**config.mk**
```make
export PLATFORM = sky130hd
export DESIGN_NAME = uart_reg_bank
export DESIGN_NICKNAME = d
export VERILOG_FILES = /design/src/rtl/uart_cmd_pkg.sv /design/src/rtl/uart_resp_tx.sv /design/src/rtl/uart_reg_bank.sv
export SDC_FILE = /design/constraint.sdc
export NUM_CORES = 2
export LEC_CHECK = 0
export CAP_MARGIN = 10
export CORE_MARGIN = 5
export CORE_UTILIZATION = 45
export CTS_BUF_LIST = sky130_fd_sc_hd__clkbuf_8
export CTS_CLUSTER_SIZE = 20
export DETAILED_ROUTE_END_ITERATION = 7
export GPL_TIMING_DRIVEN = 0
export PLACE_DENSITY = 0.73
export SLEW_MARGIN = 40
export SYNTH_ARGS = -nofsm -noshare
export SYNTH_HDL_FRONTEND = slang
export SYNTH_SLANG_ARGS = --single-unit
```
**constraint.sdc**
```tcl
create_clock -name clk_50M -period 124.7 [get_ports clk_50M]
set_clock_uncertainty 0.1 [all_clocks]
set_input_delay 31.175 -clock clk_50M [delete_from_list [all_inputs] [get_ports clk_50M]]
set_output_delay 31.175 -clock clk_50M [all_outputs]
set_load 0.1 [all_outputs]
```
**src/rtl/uart_cmd_pkg.sv**
```systemverilog
// Shared command, status and framing constants for the UART register bank
// and its response serialiser.
package uart_cmd_pkg;

    localparam logic [7:0] FN_HS_WR  = 8'h01;
    localparam logic [7:0] FN_LS_WR  = 8'h02;
    localparam logic [7:0] FN_COMMIT = 8'h03;
    localparam logic [7:0] FN_READ   = 8'h04;
    localparam logic [7:0] FN_STOP   = 8'h05;

    localparam logic [7:0] ST_OK     = 8'h00;
    localparam logic [7:0] ST_BAD_CH = 8'h01;
    localparam logic [7:0] ST_BAD_FN = 8'h02;

    localparam logic [7:0] RESP_HDR  = 8'hA5;
    localparam logic [3:0] ACK_LEN   = 4'd4;
    localparam logic [3:0] READ_LEN  = 4'd15;

    // Bits of hs_ctrl cleared by the global stop (PWM enable, DAC enable).
    localparam logic [7:0] STOP_MASK = 8'h09;

    typedef enum logic [1:0] {
        S_IDLE = 2'd0,
        S_LOAD = 2'd1,
        S_SEND = 2'd2
    } resp_state_t;

    typedef struct packed {
        logic [7:0]  ctrl;
        logic [7:0]  duty;
        logic [15:0] dessert;
        logic [7:0]  pnum;
        logic [31:0] pat;
    } hs_set_t;

endpackage

```
**src/rtl/uart_resp_tx.sv**
```systemverilog
// Response frame serialiser: latches header/payload, streams bytes over a
// valid/ready handshake and appends the running XOR checksum as the last byte.
module uart_resp_tx
    import uart_cmd_pkg::*;
(
    input  logic        clk,
    input  logic        rst,
    input  logic        start,
    input  logic [7:0]  func,
    input  logic [7:0]  status,
    input  logic [87:0] data_bytes,
    output logic [7:0]  tx_data,
    output logic        tx_valid,
    input  logic        tx_ready,
    output logic        busy
);

    resp_state_t state_reg, state_next;
    logic [7:0]  frame_reg [0:13];
    logic [3:0]  idx_reg;
    logic [3:0]  len_reg;
    logic [7:0]  chk_reg;
    logic        last_byte;

    assign last_byte = (idx_reg == len_reg - 4'd1);
    assign tx_valid  = (state_reg == S_SEND);
    assign busy      = (state_reg != S_IDLE);

    always_comb begin
        tx_data = 8'h00;
        if (last_byte)
            tx_data = chk_reg;
        else if (idx_reg < 4'd14)
            tx_data = frame_reg[idx_reg];
    end

    always_comb begin
        state_next = state_reg;
        case (state_reg)
            S_IDLE:  if (start) state_next = S_LOAD;
            S_LOAD:  state_next = S_SEND;
            S_SEND:  if (tx_ready && last_byte) state_next = S_IDLE;
            default: state_next = S_IDLE;
        endcase
    end

    always_ff @(posedge clk or posedge rst) begin
        if (rst)
            state_reg <= S_IDLE;
        else
            state_reg <= state_next;
    end

    always_ff @(posedge clk or posedge rst) begin
        if (rst) begin
            for (int k = 0; k < 14; k++) frame_reg[k] <= 8'h00;
            idx_reg <= 4'd0;
            len_reg <= ACK_LEN;
            chk_reg <= 8'h00;
        end else if (state_reg == S_LOAD) begin
            frame_reg[0] <= RESP_HDR;
            frame_reg[1] <= func;
            frame_reg[2] <= status;
            for (int k = 0; k < 11; k++) frame_reg[3 + k] <= data_bytes[8*k +: 8];
            len_reg <= (func == FN_READ && status == ST_OK) ? READ_LEN : ACK_LEN;
            idx_reg <= 4'd0;
            chk_reg <= 8'h00;
        end else if (state_reg == S_SEND && tx_ready) begin
            idx_reg <= idx_reg + 4'd1;
            chk_reg <= chk_reg ^ tx_data;
        end
    end

endmodule

```
**src/rtl/uart_reg_bank.sv**
```systemverilog
// Decodes UART command packets into double-buffered per-channel HS register
// sets plus direct LS registers; every accepted packet produces a response frame.
module uart_reg_bank
    import uart_cmd_pkg::*;
#(
    parameter int NUM_CH    = 8,
    parameter int PAT_WIDTH = 32,
    parameter int DROP_W    = 8
) (
    input  logic                        clk_50M,
    input  logic                        rst,
    input  logic [7:0]                  func_reg,
    input  logic [87:0]                 rx_payload,
    input  logic                        pack_done,
    output logic [8*NUM_CH-1:0]         hs_ctrl_flat,
    output logic [8*NUM_CH-1:0]         duty_flat,
    output logic [16*NUM_CH-1:0]        dessert_flat,
    output logic [8*NUM_CH-1:0]         pnum_flat,
    output logic [PAT_WIDTH*NUM_CH-1:0] pat_flat,
    output logic [8*NUM_CH-1:0]         ls_ctrl_flat,
    output logic [NUM_CH-1:0]           commit_pulse,
    output logic [7:0]                  tx_data,
    output logic                        tx_valid,
    input  logic                        tx_ready,
    output logic                        resp_busy,
    output logic [DROP_W-1:0]           drop_cnt
);

    localparam int          CH_W     = (NUM_CH > 1) ? $clog2(NUM_CH) : 1;
    localparam logic [32:0] PAT_MASK = (33'd1 << PAT_WIDTH) - 33'd1;

    logic [7:0]        pl [1:11];
    logic [7:0]        ch;
    logic              accept;
    logic              ch_ok;
    logic [7:0]        status;
    logic              wr_ok;
    logic              hs_commit;
    hs_set_t           hs_new;
    hs_set_t           active_arr [NUM_CH];
    logic [7:0]        ls_arr     [NUM_CH];
    logic [7:0]        req_func_reg, req_status_reg, req_ch_reg;
    logic [DROP_W-1:0] drop_cnt_reg;
    hs_set_t           snap;
    logic [87:0]       snap_bytes;

    for (genvar gi = 1; gi <= 11; gi++) begin : g_pl
        assign pl[gi] = rx_payload[8*gi-1 -: 8];
    end

    assign ch        = pl[1];
    assign accept    = pack_done && !resp_busy;
    assign ch_ok     = ({24'd0, ch} < 32'(NUM_CH));
    assign hs_commit = ((pl[11] & 8'h01) != 8'h00);
    assign hs_new    = '{ctrl: pl[2], duty: pl[3], dessert: {pl[4], pl[5]}, pnum: pl[6],
                         pat: {pl[7], pl[8], pl[9], pl[10]} & PAT_MASK[31:0]};

    always_comb begin
        status = ST_BAD_FN;
        case (func_reg)
            FN_HS_WR, FN_LS_WR, FN_READ: status = ch_ok ? ST_OK : ST_BAD_CH;
            FN_COMMIT, FN_STOP:          status = ST_OK;
            default:                     status = ST_BAD_FN;
        endcase
    end

    assign wr_ok = accept && (status == ST_OK);

    for (genvar gi = 0; gi < NUM_CH; gi++) begin : g_ch
        hs_set_t    shadow_reg, active_reg;
        logic [7:0] ls_reg;
        logic       pulse_reg;
        logic       hs_wr, ls_wr, commit_now, stop_now;

        assign hs_wr      = wr_ok && func_reg == FN_HS_WR && ch == 8'(gi);
        assign ls_wr      = wr_ok && func_reg == FN_LS_WR && ch == 8'(gi);
        assign stop_now   = accept && func_reg == FN_STOP;
        // The commit mask occupies payload bytes 1..4, i.e. rx_payload[31:0].
        assign commit_now = (accept && func_reg == FN_COMMIT && rx_payload[gi])
                         || (hs_wr && hs_commit);

        always_ff @(posedge clk_50M or posedge rst) begin
            if (rst) begin
                shadow_reg <= '0;
                active_reg <= '0;
                ls_reg     <= 8'h00;
                pulse_reg  <= 1'b0;
            end else begin
                pulse_reg <= commit_now || stop_now;
                if (hs_wr)
                    shadow_reg <= hs_new;
                else if (stop_now)
                    shadow_reg.ctrl <= shadow_reg.ctrl & ~STOP_MASK;
                // A write-and-commit must publish the new data, not the old shadow.
                if (commit_now)
                    active_reg <= hs_wr ? hs_new : shadow_reg;
                else if (stop_now)
                    active_reg.ctrl <= active_reg.ctrl & ~STOP_MASK;
                if (ls_wr)
                    ls_reg <= pl[2];
            end
        end

        assign active_arr[gi]                        = active_reg;
        assign ls_arr[gi]                            = ls_reg;
        assign commit_pulse[gi]                      = pulse_reg;
        assign hs_ctrl_flat[8*gi +: 8]               = active_reg.ctrl;
        assign duty_flat[8*gi +: 8]                  = active_reg.duty;
        assign dessert_flat[16*gi +: 16]             = active_reg.dessert;
        assign pnum_flat[8*gi +: 8]                  = active_reg.pnum;
        assign pat_flat[PAT_WIDTH*gi +: PAT_WIDTH]   = active_reg.pat[PAT_WIDTH-1:0];
        assign ls_ctrl_flat[8*gi +: 8]               = ls_reg;
    end

    always_ff @(posedge clk_50M or posedge rst) begin
        if (rst) begin
            req_func_reg   <= 8'h00;
            req_status_reg <= 8'h00;
            req_ch_reg     <= 8'h00;
            drop_cnt_reg   <= '0;
        end else begin
            if (accept) begin
                req_func_reg   <= func_reg;
                req_status_reg <= status;
                req_ch_reg     <= ch;
            end
            if (pack_done && resp_busy && drop_cnt_reg != '1)
                drop_cnt_reg <= drop_cnt_reg + 1'b1;
        end
    end

    assign drop_cnt = drop_cnt_reg;

    // Snapshot is taken by the serialiser in its LOAD cycle, after any update.
    assign snap       = active_arr[req_ch_reg[CH_W-1:0]];
    assign snap_bytes = {ls_arr[req_ch_reg[CH_W-1:0]], snap.pat[7:0], snap.pat[15:8],
                         snap.pat[23:16], snap.pat[31:24], snap.pnum, snap.dessert[7:0],
                         snap.dessert[15:8], snap.duty, snap.ctrl, req_ch_reg};

    uart_resp_tx u_resp_tx (
        .clk        (clk_50M),
        .rst        (rst),
        .start      (accept),
        .func       (req_func_reg),
        .status     (req_status_reg),
        .data_bytes (snap_bytes),
        .tx_data    (tx_data),
        .tx_valid   (tx_valid),
        .tx_ready   (tx_ready),
        .busy       (resp_busy)
    );

endmodule

```
## After elaboration in Yosys (flattened, before gate mapping)

Index checks and enable logic that the tools add are counted.

| cells by class | value |
|---|---|
| equal/unequal tests | 19 |
| add/subtract/negate cells | 3 |
| muxes and demuxes | 46 |
| reductions and logical operators | 85 |
| $lt $le $gt $ge | 4 |
| bitwise gates (word level) | 3 |

Operators with widths:

| operator | count |
|---|---|
| 72-bit 2-to-1 mux | 10 |
| 72-bit binary-select mux with 3-bit select | 1 |
| 8-bit 2-to-1 mux | 24 |
| 8-bit by 3-bit equality test with 1-bit output (second input constant) | 7 |
| 1-bit logical AND | 43 |
| 2-bit nonzero test | 18 |
| 8-bit binary-select mux with 4-bit select | 1 |
| 8-bit by 2-bit equality test with 1-bit output (second input constant) | 4 |
| 8-bit binary-select mux with 3-bit select | 1 |
| 8-bit zero test | 3 |
| 8-bit by 1-bit equality test with 1-bit output (second input constant) | 2 |
| 1-bit logical OR | 16 |
| 4-bit 2-to-1 mux | 4 |
| 8-bit by 1-bit adder with 8-bit output (second input constant) | 1 |
| 8-bit by 4-bit < comparator with 1-bit output (second input constant) | 1 |
| 8-bit != test (second input constant) | 1 |
| 8-bit bitwise XOR | 1 |
| 2-bit case mux with 3 select lines | 1 |
| 5-bit greater-or-equal comparator (second input constant) | 1 |
| 4-bit inverter with 5-bit output | 1 |
| 4-bit by 1-bit adder with 4-bit output (second input constant) | 1 |
| 4-bit equality test | 1 |
| 4-bit greater-or-equal comparator (second input constant) | 1 |
| 4-bit < comparator (second input constant) | 1 |
| other kinds (14) | 15 |

| word-level totals | value |
|---|---|
| flip-flop bits (word level) | 1,379 |
| output and inout bits | 666 |
| word-level logic and storage cells | 294 |

## Logic depth before layout (Yosys ltp)

| logic depth | value |
|---|---|
| depth after elaboration | 10 |
| mapped depth | 10 |
| mapped depth without buffers | 6 |

## By module

From an unflattened synthesis, not the netlist that was laid out.

| unflattened totals | value |
|---|---|
| cells, all modules | 3,828 |
| area, all modules | 57,659.0 µm² |

By module, submodules not included:

| module | seq. area each (µm²) | times used | area each (µm²) | cells each |
|---|---|---|---|---|
| uart_reg_bank | 31,280.0 | 1 | 51,723.4 | 3,156 |
| uart_resp_tx | 3,002.9 | 1 | 5,935.7 | 672 |

## Worst setup path after synthesis

Ideal clock, no wire load.

| timing path | value |
|---|---|
| kind | reg2out |
| start point | register u_resp_tx.idx_reg[3] |
| end point | output port tx_data[2] |
| arrival | 3.096 ns |
| path buffers | 2 |
| data required time | 93.425 ns |
| slack | 90.329 ns |
| cell stages (with the launch flop) | 6 |
| cell sequence | dfrtp_1 clkbuf_1 or4b_2 a21bo_2 clkbuf_1 a21oi_1 |

| on the way | value |
|---|---|
| longest elaborated chain between the ends | 6 |
| elaborated cells on any way between the ends | 8 |
| those cells by class | order compare: 1; eq/ne: 1; mux: 5; bitwise: 1 |

RTL lines:

| item | RTL line | RTL |
|---|---|---|
| start: declaration | uart_resp_tx.sv:20 | `logic [3:0] idx_reg;` |
| start signal: assignment | uart_resp_tx.sv:69 | `idx_reg <= idx_reg + 4'd1;` |
| 4-bit inverter with 5-bit output (not written as such) | uart_resp_tx.sv:34 | `tx_data = frame_reg[idx_reg];` |
| 8-bit binary-select mux with 4-bit select | uart_resp_tx.sv:34 |  |
| 8-bit 2-to-1 mux (not written as such) (2 in a row) | uart_resp_tx.sv:34 |  |
| 8-bit 2-to-1 mux | uart_resp_tx.sv:33 | `else if (idx_reg < 4'd14)` |
| 8-bit 2-to-1 mux (*) | uart_resp_tx.sv:31 | `if (last_byte)` |
| end: declaration | uart_reg_bank.sv:22 | `output logic [7:0] tx_data,` |

Mark *: on every way between the ends. The rest lies on a longest branch, timed or not. The select of a mux whose other input is x is not followed.

## Final worst setup path

| timing path | value |
|---|---|
| start point | register u_resp_tx.idx_reg[0] |
| end point | output port tx_data[0] |

The elaborated chain is that of the path after synthesis.

==> run metrics <==
largest net degree at the start of global routing=84; CP dominant cell by count=buf_2; DR WL met2=96.88 mm; first-pass GRT wire length=just under 300 mm; cell-internal power=739.6 uW; pwr dens=approximately 16 nW/um2; Post-CTS Setup Inserts=0; max reg flops=576; Static Leak=36.87 nW; post-synth top area share=slightly below 60%; min Tclk post-route=~36 ns; gr usage total=30.56%; final setup vio count=0; metal3 WL=18.29 mm; status=complete, no violations; DPL Wire Length=152.8 mm; WS Path Type=register to output port; Routed WL=between 200 and 250 mm; DR vias=~40000; WHS=0.3615 ns; Final Power=roughly 1.1 mW; IO Port Bufs=between 700 and 800; Synth Warn #=0; Fillers=about 11000; Sw Pwr=342.1 uW; Critical path buffers and inverters=4; Remaining Overflow, GRT=0; Post-Syn Area=approximately 57000 um2; delay-heaviest family, CP=buffers and inverters; DR iter-0 viols=3323; Netlist cell types=68; clock root buffer=clkbuf_8; Final period util=28.56%; Sink Count=between 1000 and 1500; Ports=766; Top FF cell, synth=dfrtp_1; Synth area leaders=dfrtp_1 (60%), mux2_2 (19%), mux4_2 (6.7%); Die ar.=134300 um2; crit end category=output port; RePlAce Congestion=0.9338; Worst-path clk slew=0.06 ns; WL met1=82.46 mm; Wirelength per Cell=30.63 um; crit-path cells=buf_2, buf_1, clkbuf_1, a2111oi_0, o41ai_1, mux2_2, buf_2; Hold Buf Count CTS=0; Die H=366.5 um; Max-Cap Viols=0; Max Clock Freq=0.02808 GHz; worst slew pin tran=0.9246 ns; RSZ-0062 raised after global routing=no; Setup Total Neg Slack=0 ns; Hold Crit Class=register to register; Net Sw Frac=31.63%; syn_nets=4005; vias per cell=5.758; share of cells above drive strength 1=48.34%; vias in the first global route=39730; clock share of power=38.9%; CTS tree=built; post-synthesis cell count=3903; Max Root-Sink Buffers=3; Final Hold Fails=0; Resize count post-CTS=0; Num CTS Buffers=222; initial antenna violation count=30; number of synthesized flops with an enable pin=0; Layout area overhead=21.37%; Worst-Skew Late Latency=0.97 ns; max_slew headroom=38.36%; Net count, final=5021; Slew Limit Fails=0; Yosys top cell by area=dfrtp_1; Seq cells post-synth=roughly 1400; commonest cells in the synthesized netlist=dfrtp_1 (1364), mux2_2 (983), nand2_1 (462); CP arrival=4.34 ns; Die Wd=366.5 um; Mapped Avg Cell Area=14.65 um2; register share of total power=42.5%; Crit-path slowest cell=o41ai_1; CP Launch Type=register; slowest stage delay, CP=0.69 ns; row count=130; async set-or-reset flop fraction in the synthesized netlist=100.0%; max layer used=met5; Starting Density=approximately 45%; DR DRC count=0; sequential fraction of the synthesis area=59.70%; DRT Pass-1 Iters=6; Comb power frac=18.6%; VDD IR max=0.00001152 V; WP data required=approximately 93 ns; Final ANT Viol Nets=0; H-Tree Depth=4; count leader, synth=dfrtp_1; CP max FO=10; area of the core=125900 um2
-- final timing paths --
path                                        startpoint                     end  slack (ns)  cells after the start
min in group asynchronous                          rst  g_ch[4].shadow_reg[24]       30.55                      2
worst max-delay path              u_resp_tx.idx_reg[0]              tx_data[0]       89.09                      7
worst min register to register  g_ch[7].shadow_reg[61]  g_ch[7].shadow_reg[61]        0.36                      2
max in group asynchronous                          rst   g_ch[1].shadow_reg[2]       91.62                      7
worst max register to register  u_resp_tx.state_reg[1]           pat_flat[250]      120.55                      8
worst min-delay path            g_ch[7].shadow_reg[61]  g_ch[7].shadow_reg[61]        0.36                      2
-- stage by stage --
stage | cell area [um2] | utilization [%] | setup slack (ns) | cells
global route | 69370 | 55.10 | 88.93 | 6766
floorplan | 57170 | - | 54.97 | 3903
detailed placement | 64430 | 51.18 | 89.42 | 6344
finish | 69400 | 55.12 | 89.09 | 6778
CTS | 69320 | 55.06 | 89.07 | 6752
global placement | 66830 | 53.08 | 40.88 | 6311
-- cell type report --
class | count | area [um2] | area share (%)
clock buffers | 297 | 4088 | 5.890
multi-input cells | 2265 | 21650 | 31.20
diodes | 25 | 62.56 | 0.09015
flip-flops and latches | 1364 | 34130 | 49.19
clock inverters | 111 | 802.0 | 1.156
plain buffers | 264 | 1411 | 2.034
inverters | 10 | 45.04 | 0.06491
well taps | 1650 | 2064 | 2.975
repair buffers | 792 | 5139 | 7.405
-- worst min-delay path, cell delays in order (launching register included) --
cell     delay, ns
dfrtp_1       0.32
nand2_1       0.06
nand2_1       0.05
-- metal layers --
| metal | global-route usage [%] | vias to the layer above |
|---|---|---|
| li1 | - | 16100 |
| met1 | 39.13 | 20860 |
| met2 | 48.04 | 1646 |
| met3 | 9.791 | 414 |
| met4 | 13.44 | 4 |
| met5 | 0 | - |
-- power by group through the flow --
| stage | clock network (mW) | logic, mW | registers (mW) |
|---|---|---|---|
| CTS | 0.426 | 0.201 | 0.459 |
| floorplan | 0 | 0.106 | 0.480 |
| global placement | 0 | 0.190 | 0.469 |
| global route | 0.448 | 0.210 | 0.460 |
| detailed placement | 0 | 0.200 | 0.467 |
| finish | 0.421 | 0.201 | 0.460 |
-- cells by family (layout without fill, tap and decap cells) --
family	count (synthesis)	after routing	synth area share, %
multiplexers	1357	1357	30.23
AND/OR/NAND/NOR	673	673	5.066
buffers and inverters	274	1474	2.444
XOR/XNOR	10	10	0.1532
flip-flops	1364	1364	59.70
adder cells (fa/ha/maj)	2	2	0.04376
AO/OA/AOI/OAI	223	223	2.361
other	0	25	0
-- cell usage in the layout, fill, tap and decap left out, drive strengths merged, types with 10 or more instances in the layout --
master / instances
nand3: 26
nand2b: 11
diode: 25
nand2: 462
clkinv: 27
nor2: 103
mux2: 1052
dfrtp: 1364
a31oi: 72
a21oi: 11
mux2i: 135
nand4: 10
clkdlybuf4s50: 92
mux4: 170
inv: 83
clkbuf: 393
o21ai: 94
buf: 868
No activity file was read; power rests on OpenSTA's default activity.
==> edit (same settings) <==
Set the parameter `PAT_WIDTH` to 31 (it was 32).
--- a/src/rtl/uart_reg_bank.sv
+++ b/src/rtl/uart_reg_bank.sv
@@ -5,5 +5,5 @@
 #(
     parameter int NUM_CH    = 8,
-    parameter int PAT_WIDTH = 32,
+    parameter int PAT_WIDTH = 31,
     parameter int DROP_W    = 8
 ) (
Ports: changed (resized pat_flat); port bits go from 766 to 758. The function was not compared with the original's and may differ.
==> edit against the unedited design <==
  * First-iteration DRC count is 7.1% higher
  * Design area is 1.3% lower
  * Count of clock-buffer cells in the layout decreased by 21
  * Setup slack improved by 0.31 ns
  * Sequential share of layout area barely moved
  * Largest cell class unchanged
  * Core utilization decreased by 0.46 points
  * Combinational power rose by 14%
  * Routed wire length rose by 0.46%
  * Power up 2.7%
  * Critical endpoint is now tx_data[7]
  * Sequential cell count fell by 17
  * Area after synthesis decreased by 0.99%
==> edit: results (changes against the unedited design) <==
DP Worst Slack=89.74 ns (was 89.42 ns); CP arrival=4.03 ns (was 4.34 ns); # Post-CTS Setup Buffers=0 (unchanged); syn nets=4458 (was 4005); CTS Buffer Depth=3 (unchanged); sequential area share after synthesis=59.5% (was 59.7%); P_leak=40.4 nW (was 36.9 nW); GRT Overall Usage=31.1% (was 30.6%); port bufs=748 (was 758); Post-Route WL=209000 µm (was 208000 µm); via count=40000 (was 39000); DRT iter0 DRCs=3560 (was 3323); Comb power frac=20.6% (was 18.6%); top post-synthesis cells by count=1347 x dfrtp_1, 479 x mux2i_1, 434 x mux2_2, 381 x nor2_1, 362 x a21oi_1 (was 1364 x dfrtp_1, 983 x mux2_2, 462 x nand2_1, 170 x mux4_2, 135 x mux2i_1); cts repair resizes=0 (unchanged); Placed Area=63600 µm² (was 64400 µm²); critical path fanouts, max=10 (unchanged); Hold Crit Class=reg2reg (unchanged); Slew HR=40.2% (was 38.4%); outcome=completed (unchanged); number of flip-flops in the largest register=568 (was 576); Psw=0.000367 W (was 0.000342 W); worst skew pair latency=0.99 ns (was 0.97 ns); vias in the first global route=41300 (was 39700); fraction of layout cells with a size suffix above 1=34.3% (was 48.3%); initial antenna violation count=26 (was 30); largest net degree at the start of global routing=85 (was 84); Synthesis Warnings=0 (unchanged); first-pass GRT wire length=296000 µm (about the same); Post-synth ARST share=100% (unchanged); TritonRoute pass-1 iters=6 (unchanged); Final Wtd Congestion=0.891 (was 0.934); Peak VDD IR=0.0000137 V (was 0.0000115 V); Root Buffer=clkbuf_8 (unchanged); TNS Setup=0 ns (unchanged); FILL cells=10800 (was 10600); DP Wirelength=154000 µm (was 153000 µm); H-tree Lvls=4 (unchanged); Synth area leaders=dfrtp_1 60%, mux2_2 8.6%, mux2i_1 8.5%, mux4_2 6.6%, a21oi_1 3.2% (was dfrtp_1 60%, mux2_2 19%, mux4_2 6.7%, nand2_1 3.0%, mux2i_1 2.4%); Synth cell types=64 (was 68); nets=5451 (was 5021); Power Clock=between 0.0004 and 0.0005 W; Clock transition at path regs=0.06 ns (about the same); clock buffers created by TritonCTS=216 (was 222)
[edit: changes by cell type after synthesis, moves of 17 or more]
cell	delta
a21oi_1	+351
mux2_1	+35
mux2_4	-33
dfrtp_1	-17
buf_2	+47
mux2i_1	+344
a31oi_1	-60
nand2_1	-256
nor2_1	+282
mux2_2	-549
inv_1	+342
[edit: final cells by class]
| class | instances | area [µm²] | area share (%) |
|---|---|---|---|
| flip-flops and latches | 1347 | 33700 | 49.2 |
| multi-input cells | 2372 | 20200 | 29.5 |
| repair buffers | 775 | 4890 | 7.14 |
| clock buffers | 276 | 3800 | 5.55 |
| well taps | 1650 | 2060 | 3.02 |
| plain buffers | 283 | 1470 | 2.15 |
| inverters | 354 | 1340 | 1.95 |
| clock inverters | 114 | 1000 | 1.46 |
| diodes | 12 | 30.0 | 0.0439 |
[edit: critical path, cell delays in order (launching register included)]
cell,delay [ns]
dfrtp_1,0.36
buf_2,0.22
buf_2,0.28
buf_2,0.38
buf_2,0.39
mux2i_1,0.29
nor2_1,0.07
nor3_1,0.51
a31oi_1,0.21
buf_2,0.35
[edit: layer usage]
metal / vias up / share of wire [%] / routed length (µm) / GRT usage [%]
li1: 17000 / - / - / -
met1: 20900 / 39 / 82300 / 39.8
met2: 1695 / 46 / 95800 / 48.2
met3: 424 / 9.2 / 19300 / 10.0
met4: 6 / 5.3 / 11000 / 15.2
met5: - / 0.068 / 141 / 0
[edit: path summary, 6_finish.rpt]
| kind | start | endpoint | cells after the start | slack (ns) |
|---|---|---|---|---|
| max | u_resp_tx.idx_reg[0]$_DFFE_PP0P_ | tx_data[7] | 9 | 89.39 |
| min | g_ch[7].shadow_reg[66]$_DFFE_PP0P_ | g_ch[7].shadow_reg[66]$_DFFE_PP0P_ | 2 | 0.36 |
| max reg2reg | u_resp_tx.state_reg[1]$_DFFE_PP0P_ | pnum_flat[5]$_DFFE_PP0P_ | 9 | 121.07 |
| min reg2reg | g_ch[7].shadow_reg[66]$_DFFE_PP0P_ | g_ch[7].shadow_reg[66]$_DFFE_PP0P_ | 2 | 0.36 |
| max in group asynchronous | rst | pat_flat[34]$_DFFE_PP0P_ | 7 | 91.57 |
| min in group asynchronous | rst | duty_flat[17]$_DFFE_PP0P_ | 2 | 30.58 |
[edit: logic make-up (layout without fill, tap and decap cells)]
kind of cell,count (synthesis),after routing,share of synthesized area (%)
other,0,12,0
multiplexers,1149,1149,25.3
flip-flops,1347,1347,59.5
AND/OR/NAND/NOR,702,702,5.23
adder cells (fa/ha/maj),2,2,0.0442
buffers and inverters,637,1802,4.88
AO/OA/AOI/OAI,512,512,4.87
XOR/XNOR,7,7,0.108
[edit: through the flow]
stage	cells	total power, W
final	7183	0.00111
after floorplan	4356	0.000617
after global routing	7177	0.00115
after detailed placement	6781	0.000700
after CTS	7171	0.00112
after global placement	6754	0.000700
